[src/rtl/hazard_ctrl.sv]
// Hazard and pipeline-control unit for the 5-stage core: forwarding, load-use/branch
// bubbles, divide sequencing, memory-wait freezes and exception flushes. Option: HAZARD_PERF_CNT_EN.
module hazard_ctrl #(
    parameter int unsigned DIV_CYCLES = 32,
    parameter int unsigned CNT_W      = 6
) (
    input  logic       clk,
    input  logic       resetn,
    input  logic [4:0] id_rs,
    input  logic [4:0] id_rt,
    input  logic       id_use_rs,
    input  logic       id_use_rt,
    input  logic       id_branch,
    input  logic [4:0] ex_rs,
    input  logic [4:0] ex_rt,
    input  logic       ex_we,
    input  logic [4:0] ex_wreg,
    input  logic       ex_mem_read,
    input  logic       ex_div_start,
    input  logic       mem_we,
    input  logic [4:0] mem_wreg,
    input  logic       mem_mem_read,
    input  logic       mem_req,
    input  logic       mem_data_ok,
    input  logic       wb_we,
    input  logic [4:0] wb_wreg,
    input  logic       exc_valid,
    output logic       stall_pc,
    output logic       stall_ifid,
    output logic       stall_idex,
    output logic       stall_exmem,
    output logic       stall_memwb,
    output logic       flush_ifid,
    output logic       flush_idex,
    output logic       flush_exmem,
    output logic       flush_memwb,
    output logic       pc_exc_redirect,
    output logic [1:0] fwd_a,
    output logic [1:0] fwd_b,
    output logic       div_busy
`ifdef HAZARD_PERF_CNT_EN
    ,
    output logic [31:0] perf_stall_cycles,
    output logic [31:0] perf_lu_events
`endif
);

    localparam logic [CNT_W-1:0] CNT_LOAD = CNT_W'(DIV_CYCLES - 1);

    typedef enum logic [1:0] {
        IDLE,
        DIV_BUSY,
        DIV_DONE
    } state_t;

    state_t           state;
    logic [CNT_W-1:0] cnt;

    logic id_hits_ex;
    logic id_hits_mem;
    logic lu;
    logic br;
    logic mw;
    logic busy_st;

    // A producer register matches when it is non-zero and read by the ID instruction
    assign id_hits_ex  = (ex_wreg != 5'd0) &&
                         ((id_use_rs && (id_rs == ex_wreg)) || (id_use_rt && (id_rt == ex_wreg)));
    assign id_hits_mem = (mem_wreg != 5'd0) &&
                         ((id_use_rs && (id_rs == mem_wreg)) || (id_use_rt && (id_rt == mem_wreg)));

    assign lu      = ex_mem_read && id_hits_ex;
    assign br      = id_branch && ((ex_we && id_hits_ex) || (mem_mem_read && id_hits_mem));
    assign mw      = mem_req && !mem_data_ok;
    assign busy_st = (state == DIV_BUSY);

    // Divide sequencer; an exception aborts any divide in flight
    always_ff @(posedge clk) begin
        if (!resetn) begin
            state <= IDLE;
            cnt   <= '0;
        end else if (exc_valid) begin
            state <= IDLE;
            cnt   <= '0;
        end else begin
            case (state)
                IDLE: begin
                    if (ex_div_start && !mw) begin
                        state <= DIV_BUSY;
                        cnt   <= CNT_LOAD;
                    end
                end
                DIV_BUSY: begin
                    if (cnt == '0) begin
                        state <= DIV_DONE;
                    end else begin
                        cnt <= cnt - CNT_W'(1);
                    end
                end
                DIV_DONE: begin
                    if (!stall_idex) begin
                        state <= IDLE;
                    end
                end
                default: begin
                    state <= IDLE;
                    cnt   <= '0;
                end
            endcase
        end
    end

    // Control outputs; a flush is dropped when a higher-priority stall freezes that register
    always_comb begin
        stall_pc        = 1'b0;
        stall_ifid      = 1'b0;
        stall_idex      = 1'b0;
        stall_exmem     = 1'b0;
        stall_memwb     = 1'b0;
        flush_ifid      = 1'b0;
        flush_idex      = 1'b0;
        flush_exmem     = 1'b0;
        flush_memwb     = 1'b0;
        pc_exc_redirect = 1'b0;
        fwd_a           = 2'b00;
        fwd_b           = 2'b00;
        div_busy        = 1'b0;
        if (resetn) begin
            if (mem_we && (mem_wreg != 5'd0) && (mem_wreg == ex_rs)) begin
                fwd_a = 2'b01;
            end else if (wb_we && (wb_wreg != 5'd0) && (wb_wreg == ex_rs)) begin
                fwd_a = 2'b10;
            end
            if (mem_we && (mem_wreg != 5'd0) && (mem_wreg == ex_rt)) begin
                fwd_b = 2'b01;
            end else if (wb_we && (wb_wreg != 5'd0) && (wb_wreg == ex_rt)) begin
                fwd_b = 2'b10;
            end
            div_busy = busy_st;
            if (exc_valid) begin
                flush_ifid      = 1'b1;
                flush_idex      = 1'b1;
                flush_exmem     = 1'b1;
                flush_memwb     = 1'b1;
                pc_exc_redirect = 1'b1;
            end else begin
                stall_exmem = mw;
                flush_memwb = mw;
                stall_idex  = mw || busy_st;
                flush_exmem = busy_st && !mw;
                stall_pc    = mw || busy_st || lu || br;
                stall_ifid  = mw || busy_st || lu || br;
                flush_idex  = (lu || br) && !(mw || busy_st);
            end
        end
    end

`ifdef HAZARD_PERF_CNT_EN
    // Free-running event counters, wrapping at 2^32
    always_ff @(posedge clk) begin
        if (!resetn) begin
            perf_stall_cycles <= '0;
            perf_lu_events    <= '0;
        end else begin
            if (stall_pc) begin
                perf_stall_cycles <= perf_stall_cycles + 32'd1;
            end
            if (lu || br) begin
                perf_lu_events <= perf_lu_events + 32'd1;
            end
        end
    end
`endif

endmodule

[config.mk]
export PLATFORM = sky130hd
export DESIGN_NAME = hazard_ctrl
export DESIGN_NICKNAME = d
export VERILOG_FILES = /design/src/rtl/hazard_ctrl.sv
export SDC_FILE = /design/constraint.sdc
export NUM_CORES = 1
export LEC_CHECK = 0
export ABC_CLOCK_PERIOD_IN_PS = 4800
export BUFFER_PORTS_ARGS = -buffer_cell sky130_fd_sc_hd__buf_2
export CORE_MARGIN = 3
export CORE_UTILIZATION = 48
export CTS_CLUSTER_SIZE = 24
export DETAILED_ROUTE_END_ITERATION = 8
export PLACE_DENSITY = 0.91
export SYNTH_ARGS = -nofsm -noshare
export SYNTH_HDL_FRONTEND = slang
export SYNTH_SLANG_ARGS = --single-unit
[constraint.sdc]
create_clock -name clk -period 4.8 [get_ports clk]
set_input_delay 1.2 -clock clk [delete_from_list [all_inputs] [get_ports clk]]
set_output_delay 1.2 -clock clk [all_outputs]
set_load 0.01 [all_outputs]
==> flow_results.org, run 1 <==
** Route
- After detailed routing, the average wire length per cell comes to roughly 13 µm.
- Met3 layer wire length in the routed design :: 190 µm
- Remaining routing DRC violations :: 0
- Highest metal layer with signal wires :: met4
- Met2 routed WL :: roughly 1600 µm
- Drt first pass iters :: 4
- Dividing the detail-routed via count by the number of cells gives 5.254.
- For this block, the routed nets add up to 2998 µm of wire.
- Post-detailed-route count of antenna-violating nets :: 0
- After detailed routing, the wire length on met1 is 1171 µm.
- Via Count :: 1,198
- The first routing iteration left 15 violations.

** Critical path
- Stage delay of the slowest cell on the critical path :: 450 ps
- The worst setup path is of the in2out kind.
- STA classifies the critical path startpoint as an input pin.
- CP max-delay cell :: sky130_fd_sc_hd__nor4_1
- In this run the worst path has a maximum fanout of 5.
- WP data required :: 3600 ps
- Critical Path Sink Type :: output port
- Critical path arrival :: 2400 ps
- Walking the worst path, the cells encountered are buf_2 > xnor2_1 > nand3_1 > nor4_1 > and2_1 > buf_2.
- The most numerous cell type found on the critical path is sky130_fd_sc_hd__buf_2.

** Timing
- Final hold slack :: just under 500 ps
- Period minus WS final :: 3600 ps
- Setup TNS after final layout :: 0 ps
- Final Max Tran Viols :: 0
- Derived from the worst setup path, the maximum achievable clock frequency is 277.8 MHz.
- Setup violations remaining at the end of the flow were counted as 0.
- The clock arrives with around 5.7 ps of skew.
- Dividing the final minimum period by the clock period gives 75.00%.
- Unrepaired setup endpoints after global routing :: false
- Number of hold violations in the final report :: 0
- Once routing completed, OpenROAD measured the worst setup slack at between 1000 and 1500 ps.

** Placed design
- Total half-perimeter wirelength after legalization and detailed placement :: roughly 2700 µm
- Placement Setup Slack :: 1215 ps
- Count of buffers from port buffering :: 62
- The congestion estimate from routability-driven global placement came to 0.8498.

** Global route
- The first global-routing pass estimated 4629 µm of wire.
- Entering global routing, the biggest net connects 12 pins.
- Via count of the first global-routing pass :: 1,123
- The initial antenna violation count came to 0.
- Summed over all layers, the global routing overflow is 0.
- For this run, the total global-route usage over all layers was measured as 21.18%.

** CTS
- Post-CTS sizing :: 0
- H-tree level count :: 1
- The number of hold buffers added after CTS was 0.
- The number of clock buffers added by TritonCTS is 3.
- Clock latency of the later-clocked register in the worst-skew pair :: 260 ps
- After clock tree synthesis, the clock-pin slew on the worst setup and hold paths is 50 ps.
- The clock passes through at most 2 buffers.
- TritonCTS built the clock tree.
- Count of clock tree sinks :: 8
- In this run the clock root is driven by a sky130_fd_sc_hd__clkbuf_4.
- Post-CTS setup-driven buffer insertion count :: 0

** Synthesis
- Post-synthesis cell count :: approximately 150
- Share of the synthesized area in the top cell type :: approximately a fifth
- Synth async-reset ratio :: 0%
- Dominant register cell in the synthesized netlist :: sky130_fd_sc_hd__dfxtp_1
- Yosys attributes the largest share of cell area to sky130_fd_sc_hd__xnor2_1 20%, sky130_fd_sc_hd__dfxtp_1 14%, sky130_fd_sc_hd__xor2_1 11%, sky130_fd_sc_hd__a21oi_1 3.5%, sky130_fd_sc_hd__a21o_1 3.3%.
- Summing the sequential cell areas from Yosys gives around 14% of the chip area.
- Number of register bits inferred by synthesis :: 8
- Post-Synthesis Mean Instance Area :: 7.773 µm²
- Net Count, Synth :: a little under 200
- Post-synthesis cell type count :: 40
- Post-synthesis instance area :: 1135 µm²
- Of all cell types, the one taking the most synthesized area is sky130_fd_sc_hd__xnor2_1.
- For this run, the number of Yosys warnings is 0.
- EDFF count, synth :: 0

** Floorplan
- The die covers 2984 µm².
- The floorplan step set the die width to 54.63 µm.
- In this run the count of I/O pins placed on the die edge is 64.
- The floorplan has 16 rows.
- DIE HEIGHT :: 54.63 µm
- Core Box Area :: roughly 2100 µm²
- The initial utilization of the core area, before any placement, comes to 53.99%.

** Status
- The run finished with clean final reports.

** Power and ir drop
- Summed over all cells, the static leakage comes to 0.6884 nW.
- VDD sags by at most 100.4 µV.
- Pwr Density :: 167.1 nW/µm²
- Total power consumption of the routed design :: roughly 0.00024 W

** Worst hold path
- Worst min path class :: reg2reg

** Finish
- Cells fill between 60% and 70% of the core in the end.
- Final #Nets :: 253
- Ratio of cells with drive above 1 in the final layout :: 35.82%
- 0 antenna diodes ended up in the layout.
- Compared with the post-synthesis result, the final layout area differs by 27.23%.

** Flow run
- The tool flagged a number of max-cap violations equal to 0.
[cell type report]
cell class,instances,area [µm²]
fill,202,658.1
clock buffer,3,22.52
inverter,5,18.77
multi-input combinational,123,898.4
tap,27,33.78
sequential,8,160.2
timing repair buffer,62,310.3
[cell usage after synthesis, types with 2 or more instances]
master / number
sky130_fd_sc_hd__nor3_1: 3
sky130_fd_sc_hd__nor2b_1: 2
sky130_fd_sc_hd__xnor2_1: 26
sky130_fd_sc_hd__o21ai_0: 3
sky130_fd_sc_hd__nand4_1: 4
sky130_fd_sc_hd__and2_1: 3
sky130_fd_sc_hd__nand2b_1: 4
sky130_fd_sc_hd__buf_2: 6
sky130_fd_sc_hd__nor4_1: 3
sky130_fd_sc_hd__xor2_1: 14
sky130_fd_sc_hd__a21oi_1: 8
sky130_fd_sc_hd__nand2_1: 10
sky130_fd_sc_hd__nand3_1: 2
sky130_fd_sc_hd__buf_4: 3
sky130_fd_sc_hd__o22ai_1: 2
sky130_fd_sc_hd__or2b_1: 2
sky130_fd_sc_hd__or4_1: 4
sky130_fd_sc_hd__dfxtp_1: 8
sky130_fd_sc_hd__inv_1: 5
sky130_fd_sc_hd__a31oi_1: 3
sky130_fd_sc_hd__a21o_1: 5
sky130_fd_sc_hd__nor2_1: 8
[worst paths after layout]
check | from | slack [ps] | end | depth (start not counted)
worst max-delay path | mem_wreg[4] | 1200 | fwd_b[0] | 6
worst max register to register | cnt[0]$_SDFFE_PP0P_ | 3090 | cnt[4]$_SDFFE_PP0P_ | 7
worst min-delay path | cnt[1]$_SDFFE_PP0P_ | 500 | cnt[1]$_SDFFE_PP0P_ | 1
worst min register to register | cnt[1]$_SDFFE_PP0P_ | 500 | cnt[1]$_SDFFE_PP0P_ | 1
[layer usage]
metal,track usage [%],vias up
li1,-,610
met4,7.054,0
met1,22.40,535
met2,41.73,51
met3,2.725,2
met5,0,-
[cell families after synthesis]
logic type	after synthesis	share of synthesized area, %
compound gates	27	15.99
xor+xnor	40	30.87
fa+ha+maj	1	1.102
buf+inv	15	6.725
flops	8	14.11
mux	1	0.8821
other cells	1	0.3304
simple gates	53	29.99
[per-stage QoR]
stage                     instances  area, µm²
after floorplan                 146       1135
after global placement          225       1421
after detailed placement        225       1421
after CTS                       228       1444
after global routing            228       1444
final                           228       1444
[critical path, delay by kind of cell]
family,cells,cell delay (ps)
xor+xnor,1,160
buf+inv,2,270
simple gates,3,770
[power by group]
group	switching, W	total, W	leakage (nW)	internal, W
logic	0.0000569	0.000114	0.609	0.0000567
registers	0.00000480	0.0000747	0.0653	0.0000699
clock network	0.0000243	0.0000530	0.0138	0.0000287
[cell usage in the layout (no fill, tap or decap), types with 3 or more instances in the layout]
cell type and instances:
sky130_fd_sc_hd__buf_2 62, sky130_fd_sc_hd__xnor2_1 26, sky130_fd_sc_hd__xor2_1 14, sky130_fd_sc_hd__nand2_1 10, sky130_fd_sc_hd__nor2_1 8, sky130_fd_sc_hd__a21oi_1 8, sky130_fd_sc_hd__dfxtp_1 8, sky130_fd_sc_hd__inv_1 5
sky130_fd_sc_hd__a21o_1 5, sky130_fd_sc_hd__nand2b_1 4, sky130_fd_sc_hd__or4_1 4, sky130_fd_sc_hd__nand4_1 4, sky130_fd_sc_hd__nor3_1 3, sky130_fd_sc_hd__nor4_1 3, sky130_fd_sc_hd__and2_1 3, sky130_fd_sc_hd__o21ai_0 3
sky130_fd_sc_hd__a31oi_1 3, sky130_fd_sc_hd__clkbuf_4 3
[state kept, by name (all words and copies together) (netlist names)]
register  flops
state         2
cnt           6
No activity file was read; power rests on OpenSTA's default activity.
==> inputs of run 2 (changes only) <==
Settings changed: ABC_AREA set to 1, ABC_CLOCK_PERIOD_IN_PS 4800 to 3060, CORE_UTILIZATION 48 to 42, PLACE_DENSITY 0.91 to 0.83.
Clock period 4.8 ns to 3.06 ns, I/O delays scaled along.
==> run 2 against run 1 <==
Register-to-register slack worse by 1500 ps. Critical path depth did not move. Sequential power increased by 55%. Count of clock-buffer cells in the layout unchanged. Clock skew increased by 3.1 ps. Hold slack worse by 36 ps. Global-route usage shrank 2.7 points. Critical path type unchanged. Largest cell class unchanged.
==> flow_results.org, run 2 <==
** Floorplan
- Floorplan die area :: 3720 µm²
- Count of boundary I/O pins :: 64
- The floorplan has 19 rows.
- DIE HEIGHT :: roughly 61 µm
- From left edge to right edge, the die measures 60.99 µm.
- The core region is around 2800 µm².
- Starting density of the core :: between 40% and 50%

** Finish
- The largest registers in the layout are cnt: 6 flops, state: 2 flops.
- Counting flops per register, the top entry is cnt.
- After routing the design area is 1614 µm².
- Layout filler cell count :: about 280
- Leaving out fill and tap cells, the most frequent cell in the layout is sky130_fd_sc_hd__nand2_1.
- Flip-flop count of the largest register after layout :: 6
- In the final layout, the share of cells above drive strength 1 is 25.32%.
- Final #Nets :: between 300 and 400
- The number of antenna diodes in the final layout is 0.
- Area growth, synth to finish :: 27.09%
- Most frequent cells in the layout :: 93 x sky130_fd_sc_hd__nand2_1, 62 x sky130_fd_sc_hd__buf_2, 36 x sky130_fd_sc_hd__inv_1

** Synthesis
- In the synthesized netlist, the cells that appear most often are 93 x sky130_fd_sc_hd__nand2_1, 36 x sky130_fd_sc_hd__inv_1, 29 x sky130_fd_sc_hd__nor2_1.
- Among all flip-flop cells after synthesis, the most frequent one is sky130_fd_sc_hd__dfxtp_1.
- The top cell type by area accounts for around 27% of the synthesized area.
- Post-Synthesis Mean Instance Area :: a little over 5 µm²
- After synthesis, the netlist uses 24 different library cells.
- When the netlist entered floorplanning its net count stood at slightly below 300.
- Number of register bits inferred by synthesis :: 8
- Number of warnings issued by yosys :: 0
- By area the synthesized netlist is led by sky130_fd_sc_hd__nand2_1 27%, sky130_fd_sc_hd__dfxtp_1 13%, sky130_fd_sc_hd__inv_1 11%, sky130_fd_sc_hd__nor2_1 8.6%, sky130_fd_sc_hd__xnor2_1 8.3%.
- After synthesis the cells add up to between 1000 and 1500 µm².
- Cell with the most instances after synthesis :: sky130_fd_sc_hd__nand2_1
- The biggest area contributor in the post-synthesis netlist is sky130_fd_sc_hd__nand2_1.
- For this run, asynchronously set or reset flops after synthesis account for 0%.
- In the synthesized netlist, the number of instances is 247.
- EDFF count, synth :: 0
- For this run, the register share of the synthesized area comes to roughly an eighth.

** CTS
- Clock slew seen by the registers of the worst setup and hold paths :: ~50 ps
- Total of hold buffers inserted after clock tree synthesis :: 0
- The clock net in this run drives a total of 8 sinks.
- Post-CTS sizing :: 0
- The clock reaches the later pin of the worst-skew pair after 270 ps.
- Clock tree from TritonCTS :: built
- The longest clock path from root to sink contains 2 buffers.
- The cell sitting at the root of the clock tree is a sky130_fd_sc_hd__clkbuf_4.
- H-tree level count :: 1
- Post-CTS setup-driven buffer insertion count :: 0
- Number of buffers inserted during clock tree synthesis :: 3

** Global route
- Global routing used between 10% and 20% of the available tracks.
- Remaining global-route overflow :: 0
- The first global-routing pass estimated about 5300 µm of wire.
- The initial antenna violation count was 0.
- Entering global routing, the biggest net connects 8 pins.
- Via count of the first global-routing pass :: 1,246

** Timing
- Skew final :: 8.836 ps
- Dividing the final minimum period by the clock period gives 82.74%.
- Maximum clock rate :: between 300 and 400 MHz
- The routed design could run at a clock period as short as about 2500 ps.
- The max-slew violation count was 0.
- Setup violations remaining at the end of the flow were counted as 0.
- Setup TNS after final layout :: 0 ps
- The count of endpoints failing hold in the final timing report came to 0.
- Unrepaired setup endpoints after global routing :: false

** Critical path
- The endpoint identified for the worst register-to-register timing path is cnt[0]$_SDFFE_PP0P_.
- Cell class contributing the biggest share of worst-path delay :: simple AND/OR/NAND/NOR gates
- The worst setup path is captured at an output port.
- Cell repeated most along the worst path :: sky130_fd_sc_hd__buf_2
- Cells along the critical path :: buf_2 > inv_1 > nand4_1 > nand2_1 > nor4_1 > buf_2
- Depth of the worst register-to-register path :: 9
- Worst Setup Start Kind :: input pin
- At the worst endpoint, the required time is 2290 ps.
- CP max-delay cell :: sky130_fd_sc_hd__nor4_1
- In this run the critical register-to-register path is launched from cnt[0]$_SDFFE_PP0P_.
- Stage delay of the slowest cell on the critical path :: 310 ps
- In this run the worst path has a maximum fanout of 5.
- For the worst setup path, the data arrival time is about 1800 ps.
- Classification of the worst setup path :: in2out
- The number of buffers and inverters on the critical path is 3.
- The setup check on the worst reg-to-reg path leaves a slack of 1620 ps.

** Route
- The detail route stage leaves a number of antenna-violating nets equal to 0.
- Detailed routing inserted a total of between 1.5k and 2k vias.
- In this run, the number of DRC markers left after iteration 0 of detailed routing was 52.
- The first detailed-routing pass took 4 iterations.
- After detailed routing, the number of remaining DRC violations is 0.
- The final layout contains routed wiring with a total length of between 3000 and 4000 µm.
- Vias/cell :: between 4 and 5
- In the final routed layout, each cell accounts on average for 9.988 µm.

** Worst hold path
- The worst hold path was traced through 2 stages.
- In this run the most critical hold path is launched from cnt[1]$_SDFFE_PP0P_.
- Hold Path End :: cnt[1]$_SDFFE_PP0P_
- Worst min path class :: reg2reg

** Power and ir drop
- Leakage power total :: approximately 0.98 nW
- Pwr Density :: 245.8 nW/µm²
- Across the VDD grid, the largest voltage drop is 102.4 µV.

** Status
- Status :: finished clean

** Flow run
- Max-cap check violation count :: 0

** Placed design
- RD Place Congestion :: 0.9015
- After legalization and detailed placement, the total HPWL measured 2949 µm.
- Port buffering added 62 buffers.
- Post-placement cell area :: ~1600 µm²
run 2: cells by family after synthesis:
family                   Yosys count  share of synthesized area [%]
XOR/XNOR                          18                          12.41
AND/OR/NAND/NOR                  154                          51.13
other                              1                         0.2953
AO/OA/AOI/OAI                     20                          8.177
adder cells (fa/ha/maj)            1                         0.9851
buffers and inverters             45                          14.38
flip-flops                         8                          12.61
run 2: worst max-delay path by stage:
stage / endpoint / slack [ps] / cells after the start / start
6_report: fwd_b[0] / 530 / 6 / mem_wreg[3]
5_1_grt: stall_pc / 420 / 12 / mem_wreg[3]
4_1_cts: fwd_b[0] / 550 / 6 / mem_wreg[3]
3_5_place_dp: fwd_b[0] / 560 / 6 / mem_wreg[3]
3_3_place_gp: fwd_a[0] / 540 / 6 / mem_wreg[2]
2_1_floorplan: stall_pc / 630 / 12 / mem_wreg[1]
run 2: final cells by class:
type	count	area, µm²	area share [%]
Multi-Input combinational cell	194	927.1	57.44
Timing Repair Buffer	62	310.3	19.22
Sequential cell	8	160.2	9.922
Inverter	41	155.1	9.612
Tap cell	31	38.79	2.403
Clock buffer	3	22.52	1.395
run 2: per-stage QoR:
stage	cells	setup WS [ps]	hold slack [ps]	power [W]	utilization [%]
2_1_floorplan	247	633.2	435.4	0.0002422	-
3_3_place_gp	336	542.5	456.1	0.0003116	56.26
3_5_place_dp	336	556.6	456.6	0.0003133	56.26
4_1_cts	339	555.0	466.5	0.0003989	57.05
5_1_grt	339	419.7	501.1	0.0004328	57.05
6_report	339	528.0	459.0	0.0003968	57.05
run 2: routing by layer:
layer  track usage [%]  part of all wire (%)  up-vias
li1                  -                     -      883
met1             25.09                    48      656
met2             30.08                    44       52
met3             2.553                   6.1        4
met4             5.573                   1.2        0
met5                 0                     0        -
run 2: worst min-delay path: cells and delay by family (launching register included):
kind	cells	cell delay [ps]
AO/OA/AOI/OAI	1	50
flip-flops	1	310
AND/OR/NAND/NOR	1	60
run 2: power by group:
part | switching (W) | internal, W | leakage [nW] | total [W]
combinational | 0.000115 | 0.0000809 | 0.897 | 0.000196
clock | 0.0000394 | 0.0000451 | 0.0138 | 0.0000845
sequential | 0.00000538 | 0.000111 | 0.0654 | 0.000116
total | 0.000160 | 0.000237 | 0.976 | 0.000397
